File: config.mk
export PLATFORM = sky130hd
export DESIGN_NAME = vga_timing_gen
export DESIGN_NICKNAME = d
export VERILOG_FILES = /design/src/rtl/vga_pkg.sv /design/src/rtl/vga_axis_counter.sv /design/src/rtl/vga_timing_gen.sv
export SDC_FILE = /design/constraint.sdc
export NUM_CORES = 1
export LEC_CHECK = 0
export CORE_ASPECT_RATIO = 1.5
export CORE_UTILIZATION = 35
export DETAILED_ROUTE_END_ITERATION = 10
export PLACE_DENSITY_LB_ADDON = 0.2
export SLEW_MARGIN = 10
export SYNTH_ARGS = -nofsm -noshare
export SYNTH_HDL_FRONTEND = slang
export SYNTH_HIERARCHICAL = 1
export SYNTH_SLANG_ARGS = --single-unit
File: constraint.sdc
create_clock -name clk -period 4.3 [get_ports clk]
set_input_delay 0.645 -clock clk [delete_from_list [all_inputs] [get_ports clk]]
set_output_delay 0.645 -clock clk [all_outputs]
set_load 0.03 [all_outputs]
File: src/rtl/vga_pkg.sv
// rtl/vga_pkg.sv - shared VGA timing types and default 640x480@60 constants
package vga_pkg;

  // One axis of raster timing, in pixels (horizontal) or lines (vertical)
  typedef struct packed {
    int unsigned active;
    int unsigned fp;
    int unsigned sync;
    int unsigned bp;
  } timing_t;

  localparam timing_t VGA_640X480_H = '{active: 640, fp: 16, sync: 96, bp: 48};
  localparam timing_t VGA_640X480_V = '{active: 480, fp: 10, sync: 2,  bp: 33};
  localparam bit      VGA_640X480_POL = 1'b0;

endpackage

File: src/rtl/vga_axis_counter.sv
// rtl/vga_axis_counter.sv - one raster axis: wrapping counter with registered blank/sync decode
module vga_axis_counter
  import vga_pkg::*;
#(
  parameter int ACTIVE = VGA_640X480_H.active,
  parameter int FP     = VGA_640X480_H.fp,
  parameter int SYNC   = VGA_640X480_H.sync,
  parameter int BP     = VGA_640X480_H.bp,
  parameter bit POL    = VGA_640X480_POL,
  localparam int TOTAL = ACTIVE + FP + SYNC + BP,
  localparam int W     = $clog2(TOTAL)
) (
  input  logic         clk,
  input  logic         rst,
  input  logic         en,
  output logic [W-1:0] cnt,
  output logic         wrap,
  output logic         blank,
  output logic         sync
);

  localparam logic [W-1:0] L_LAST       = W'(TOTAL - 1);
  localparam logic [W-1:0] L_ACTIVE     = W'(ACTIVE);
  localparam logic [W-1:0] L_SYNC_START = W'(ACTIVE + FP);
  localparam logic [W-1:0] L_SYNC_END   = W'(ACTIVE + FP + SYNC);

  if (ACTIVE <= 0 || FP <= 0 || SYNC <= 0 || BP <= 0) begin : g_param_check
    $error("vga_axis_counter: ACTIVE/FP/SYNC/BP must all be non-zero");
  end

  logic [W-1:0] r_cnt;
  logic         r_blank;
  logic         r_sync;
  logic [W-1:0] w_next;

  // wrap is the current count being the last one, so the other axis can step on the same edge
  assign wrap   = (r_cnt == L_LAST);
  assign w_next = wrap ? '0 : r_cnt + 1'b1;

  // Flags are decoded from the next count so they line up with cnt on the same cycle
  always_ff @(posedge clk) begin
    if (rst) begin
      r_cnt   <= '0;
      r_blank <= 1'b0;
      r_sync  <= ~POL;
    end else if (en) begin
      r_cnt   <= w_next;
      r_blank <= (w_next >= L_ACTIVE);
      r_sync  <= ((w_next >= L_SYNC_START) && (w_next < L_SYNC_END)) ? POL : ~POL;
    end
  end

  assign cnt   = r_cnt;
  assign blank = r_blank;
  assign sync  = r_sync;

endmodule

File: src/rtl/vga_timing_gen.sv
// rtl/vga_timing_gen.sv - raster timing generator producing x/y, blank, sync and frame_start
module vga_timing_gen
  import vga_pkg::*;
#(
  parameter int H_ACTIVE = VGA_640X480_H.active,
  parameter int H_FP     = VGA_640X480_H.fp,
  parameter int H_SYNC   = VGA_640X480_H.sync,
  parameter int H_BP     = VGA_640X480_H.bp,
  parameter int V_ACTIVE = VGA_640X480_V.active,
  parameter int V_FP     = VGA_640X480_V.fp,
  parameter int V_SYNC   = VGA_640X480_V.sync,
  parameter int V_BP     = VGA_640X480_V.bp,
  parameter bit SYNC_POL = VGA_640X480_POL,
  localparam int H_TOTAL = H_ACTIVE + H_FP + H_SYNC + H_BP,
  localparam int V_TOTAL = V_ACTIVE + V_FP + V_SYNC + V_BP,
  localparam int X_W     = $clog2(H_TOTAL),
  localparam int Y_W     = $clog2(V_TOTAL)
) (
  input  logic           clk,
  input  logic           rst,
  input  logic           pix_en,
  output logic [X_W-1:0] x,
  output logic [Y_W-1:0] y,
  output logic           hblank,
  output logic           vblank,
  output logic           hsync,
  output logic           vsync,
  output logic           frame_start
);

  logic w_h_wrap;
  logic w_v_wrap;
  logic w_v_en;
  logic r_frame_start;

  // Lines advance only on the pixel strobe that ends the current line
  assign w_v_en = pix_en & w_h_wrap;

  vga_axis_counter #(
    .ACTIVE (H_ACTIVE),
    .FP     (H_FP),
    .SYNC   (H_SYNC),
    .BP     (H_BP),
    .POL    (SYNC_POL)
  ) u_h (
    .clk   (clk),
    .rst   (rst),
    .en    (pix_en),
    .cnt   (x),
    .wrap  (w_h_wrap),
    .blank (hblank),
    .sync  (hsync)
  );

  vga_axis_counter #(
    .ACTIVE (V_ACTIVE),
    .FP     (V_FP),
    .SYNC   (V_SYNC),
    .BP     (V_BP),
    .POL    (SYNC_POL)
  ) u_v (
    .clk   (clk),
    .rst   (rst),
    .en    (w_v_en),
    .cnt   (y),
    .wrap  (w_v_wrap),
    .blank (vblank),
    .sync  (vsync)
  );

  // Pulse for one clk alongside the counters landing on (0,0) from the last pixel of a frame
  always_ff @(posedge clk) begin
    if (rst) begin
      r_frame_start <= 1'b0;
    end else begin
      r_frame_start <= pix_en & w_h_wrap & w_v_wrap;
    end
  end

  assign frame_start = r_frame_start;

endmodule

# Yosys cells after proc, flatten, opt, wreduce, memory -nomap -nowiden
# Cells that the tools add are included.
totals:
  regBits: 25
  ram_bits: 0
  elab_cells: 25
  latch_bits: 0
  inputBits: 3
  mem_count: 0
  out_inout_bits: 25
  mem_bits_ro: 0
classes:
  n_reduce_logical: 2
  n_div: 0
  n_lt_le_gt_ge: 6
  multipliers: 0
  muxes: 4
  eq_ne: 2
  bitwise_logic: 2
  addsub: 2
  shifts: 0
ops:
  columns: ["operator", "count"]
  rows:
  - ["$add 10x1->10 const B", 2]
  - ["$eq 10x10->1 const B", 2]
  - ["$ge 10x10->1 const B", 2]
  - ["$ge 10x9->1 const B", 2]
  - ["$mux 10", 2]
  - ["$lt 10x10->1 const B", 1]
  - ["$lt 10x9->1 const B", 1]
  - ["$and 1x1->1", 2]
  - ["$logic_and 1x1->1", 2]
  - ["$mux 1", 2]

# Logic depth before layout (Yosys ltp)
depth:
  depth_word: 5
  mapped_depth: 10
  depth_no_buf: 9

# Cells and area by module
# Netlist, hierarchy kept.
by_module_without_submodules:
  columns: ["module", "area_each_um2", "instances", "cells_per_inst", "seq_area_each_um2"]
  rows:
  - ["vga_axis_counter (u_h)", 755.7, 1, 96, 240.2]
  - ["vga_axis_counter (u_v)", 708.2, 1, 90, 240.2]
  - ["vga_timing_gen", 36.3, 1, 3, 20.0]

# Worst setup path after synthesis
# OpenSTA, ideal clock, no wires.
synth_timing:
  path_kind: "reg2reg"
  start: "reg u_h.r_cnt[0] (netlist: u_h/cnt[0])"
  end: "reg u_v.r_sync (netlist: u_v/sync)"
  arrival_ns: 2.402
  t_required_ns: 4.175
  stages_incl_launch_ff: 9
  period_less_slack_ns: 2.528
  setup_time_ns: 0.125
  n_path_buf: 1
  slack_ns: 1.772
  path_cell_list: "dfxtp_1 ha_1 and4_1 buf_6 and4_4 and2_1 nand3b_1 a311o_1 o41a_1"
synth_via:
  elab_chain_len: 2
synth_lines:
  columns: ["item", "line_no", "rtl"]
  rows:
  - ["start: declaration", "vga_axis_counter.sv:31", "logic [W-1:0] r_cnt;"]
  - ["start signal: assignment", "vga_axis_counter.sv:47", "r_cnt <= w_next;"]
  - ["$eq 10x10->1", "vga_axis_counter.sv:37", "assign wrap = (r_cnt == L_LAST);"]
  - ["named net w_h_wrap", "vga_timing_gen.sv:31", "logic w_h_wrap;"]
  - ["$and 1x1->1", "vga_timing_gen.sv:37", "assign w_v_en = pix_en & w_h_wrap;"]
  - ["named net w_v_en", "vga_timing_gen.sv:33", "logic w_v_en;"]
  - ["end signal: assignment", "vga_axis_counter.sv:45", "r_sync <= ~POL;"]
  - ["end signal: assignment", "vga_axis_counter.sv:49", "r_sync <= ((w_next >= L_SYNC_START) && (w_next < L_SYNC_END)) ? POL : ~POL;"]
  - ["end: declaration", "vga_axis_counter.sv:33", "logic r_sync;"]
# The timed path passes the listed nets, and every way through them passes these cells.
# A chain may end at the register's enable or synchronous reset.

# Worst setup path after layout
# Same ends and word-level chain as after synthesis.

==> metrics.sh <==
RESULT_OF_THE_RUN='completed'
CTS_POST_SETUP_BUFFERS_INSERTED=0
WORST-SETUP-PATH-TYPE='flop to flop'
CTS-RESIZED-GATES=0
INITIAL_CORE_UTIL=0.372
POSTROUTEWIRELENGTH_UM=3830
FINALWEIGHTEDCONGESTION=0.804
TIMING.FINAL.HOLD_VIOLATIONS=0
POSTSYNTHCELLCOUNT=189
DRT-VIAS-PER-INSTANCE=5.84
CLK_PATH_BUF_DEPTH=2
DIEAREA_UM2=4560
CHIPWIDTH_UM=55.5
TRITONCTS_CLOCK_TREE='yes'
WORST_PATH_SLOWEST_CELL='sky130_fd_sc_hd__dfxtp_1'
CTS_ROOT_BUF='sky130_fd_sc_hd__clkbuf_8'
DETAIL_ROUTE.WIRELENGTH.MET1_UM=1640
MAPPEDNETLISTNETS=196
VDD_DROP_MAX_mV=0.130
FINAL.SETUP_SKEW_PS=10.1
LAYOUT-AREA-OVERHEAD-VS-SYNTH_PCT=22.0
CP_CELL_SEQUENCE='ha_1, and4_1, and4_4, and2_1, nand3b_1, a311o_1, o41a_1'
POST_SYNTH_NUM_CELL_TYPES=54
DR_TOTAL_VIAS=1496
TOP_LAYER_USED='met4'
YS_ASYNC_SR_FRACTION=0
POST-ROUTE-DRC-COUNT=0
MAXSLEWVIOLCOUNT=0
ROUTEDWLPERCELL_UM=14.9
DRT_ITER0_MARKERS=62
WORST_SLACK_ON_HOLD_PATHS_PS=487
GRT_OVERFLOW=0
FIRST_GLOBAL_VIAS=1413
DRT_FIRST_PASS_ITERS=4
INITIAL_ANTENNA_VIOLATION_COUNT=0
PLACE.DETAILED.HPWL_UM=2780
REGISTER_AREA_UM2=500
PLACEABLECOREAREA_UM2=4030
ANTENNA-DIODE-COUNT=0
SETUP_WS_PS=1520
SEQUENTIAL_CELL_AREA_FRACTION_IN_THE_YOSYS_REPORT=0.334
WORST_PATH_LARGEST_CELL_DELAY_PS=460
CLOCK_TREE.HTREE_LEVEL_COUNT=1
CAP_VIOLATIONS=0
TOTALNEGATIVESETUPSLACK_PS=0
POWER_DENSITY_OF_THE_PLACED_CELLS_nW_PER_UM2=218
FILLERS=408
MULTI_INPUT_AREA_UM2=932
FP.DIEH_UM=82.2
GRT_SETUP_UNREPAIRED='false'
HOLD_BUFFERS=0
SETUP.REG_TO_REG.WORST_SLACK_PS=1520
GRT_MAX_DEGREE=18
END_KIND='flop'
CP-START-KIND='flop'
FP-ROW-COUNT=28
SETUP_VIOL_COUNT_FINAL=0
IOPINCOUNT=28
IO_BUFFER_COUNT=27
MAX_FREQ_MHz=359
SLEW_AT_THE_PIN_CLOSEST_TO_ITS_MAX_SLEW_LIMIT_PS=502
MAX_SLEW_HEADROOM=0.664
POST_ROUTE_CELLS_DRIVE_ABOVE_1_SHARE=0.0711
CRIT_PATH_MAX_FANOUT=14
SYNTH.FF_LATCH_COUNT=25
SYNTH_EDF_COUNT=0
FINALWORSTPATHREQUIREDPERIOD_PS=2780
FIN_CRIT_SH=0.647
GRT_USE_TOTAL=0.179
DETAIL-ROUTE-ANTENNA-NETS=0
CRITICAL_PATH_ARRIVAL_PS=2940
CRITPATHREQUIREDTIME_PS=4450
CTS.SINK_COUNT=25
SYN-MEAN-INSTANCE-AREA_UM2=7.94
NUMCTSBUFFERS=3
POST-PLACE-WS_PS=1500
MOST_INSTANTIATED_FLIP_FLOP_CELL_IN_THE_SYNTHESIS_NETLIST='sky130_fd_sc_hd__dfxtp_1'
GRT_FIRST_PASS_WIRELENGTH_UM=6490
MET3_WIRELENGTH_UM=137
CLK_TRANSITION_REPORTED_PATHS_PS=80
SYNTH.YOSYS.WARNINGS=6
TOTAL_POWER_uW=400
NETS=219
POWER_LEAKAGE_nW=0.621
SYNTH.CELL_AREA_UM2=1500
HOLD_CLASS='flop to flop'
DETAILROUTE.WIRELENGTH.MET2_UM=1960
CLK_LATENCY_PS=270
## kinds of logic (layout without fill, tap and decap cells)
family                     after synthesis  after routing  synth area share
muxes                                    3              3            0.0209
AOI/OAI and AO/OA                       45             45             0.187
DFF                                     25             25             0.334
buffers and inverters                   15             37            0.0450
and+or+nand+nor                         90             90             0.339
adders and majority gates                4              4            0.0334
xor gates and xnor gates                 7              7            0.0409
## worst paths after layout
path | start | endpoint | depth (start not counted)
worst max-delay path | u_h/cnt[0] | u_v/sync | 7
worst min-delay path | u_v/blank | u_v/blank | 2
worst max register to register | u_h/cnt[0] | u_v/sync | 7
worst min register to register | u_v/blank | u_v/blank | 2
## worst max-delay path, delay by kind of cell, from the launching register on
family	cells	cell delay (ps)
adders and majority gates	1	320
AOI/OAI and AO/OA	2	670
and+or+nand+nor	4	1220
DFF	1	460
## layout make-up
cell class	instances	area share
Sequential cell	25	0.273
Multi-Input combinational cell	149	0.509
Tap cell	45	0.0308
Timing Repair Buffer	28	0.152
Inverter	5	0.0103
Clock buffer	4	0.0246
## cell usage in the layout (no fill, tap or decap), drive strengths merged, types with 2 or more instances in the layout
| cell | count |
|---|---|
| and3 | 4 |
| nand4b | 2 |
| o21ai | 10 |
| nor2 | 21 |
| nand2 | 17 |
| clkdlybuf4s50 | 27 |
| a21oi | 18 |
| mux2i | 2 |
| nand4 | 4 |
| clkbuf | 4 |
| dfxtp | 25 |
| nor3b | 3 |
| a31oi | 4 |
| xor2 | 5 |
| xnor2 | 2 |
| inv | 5 |
| and4 | 2 |
| nand3 | 10 |
| ha | 4 |
| nor4 | 2 |
| nor3 | 5 |
| nand2b | 3 |
| or3 | 7 |
## power breakdown
group	internal, mW	leakage [nW]	total (mW)	switching, mW
registers	0.233	0.202	0.236	0.00288
logic	0.00874	0.397	0.0235	0.0147
clock network	0.0663	0.0228	0.140	0.0741
## metal layers
layer,vias up,GRT usage
met2,46,0.334
met5,-,0
li1,727,-
met3,9,0.0218
met4,0,0.0950
met1,714,0.198
## synthesized netlist by cell type (5+ instances only)
| master | number | area, um2 |
|---|---|---|
| sky130_fd_sc_hd__a21oi_1 | 17 | 85.1 |
| sky130_fd_sc_hd__clkbuf_1 | 5 | 18.8 |
| sky130_fd_sc_hd__dfxtp_1 | 25 | 500 |
| sky130_fd_sc_hd__inv_1 | 5 | 18.8 |
| sky130_fd_sc_hd__nand2_1 | 17 | 63.8 |
| sky130_fd_sc_hd__nand3_1 | 10 | 50.1 |
| sky130_fd_sc_hd__nor2_1 | 20 | 75.1 |
| sky130_fd_sc_hd__nor3_1 | 5 | 25.0 |
| sky130_fd_sc_hd__o21ai_0 | 10 | 50.1 |
| sky130_fd_sc_hd__or3_1 | 5 | 31.3 |
| sky130_fd_sc_hd__xor2_1 | 5 | 43.8 |
## registers in the layout (all words and copies together), names as in the netlist
name	count
u_v/cnt	10
u_v/blank	1
u_h/sync	1
u_h/blank	1
u_v/sync	1
u_h/cnt	10
frame_start	1
## through the flow
| step | instances | instance area (um2) | util |
|---|---|---|---|
| after floorplan | 189 | 1500 | - |
| after global placement | 252 | 1790 | 0.443 |
| after detailed placement | 252 | 1790 | 0.443 |
| after CTS | 256 | 1830 | 0.454 |
| after global routing | 256 | 1830 | 0.454 |
| final | 256 | 1830 | 0.454 |
(Power assumes the default switching activity.)
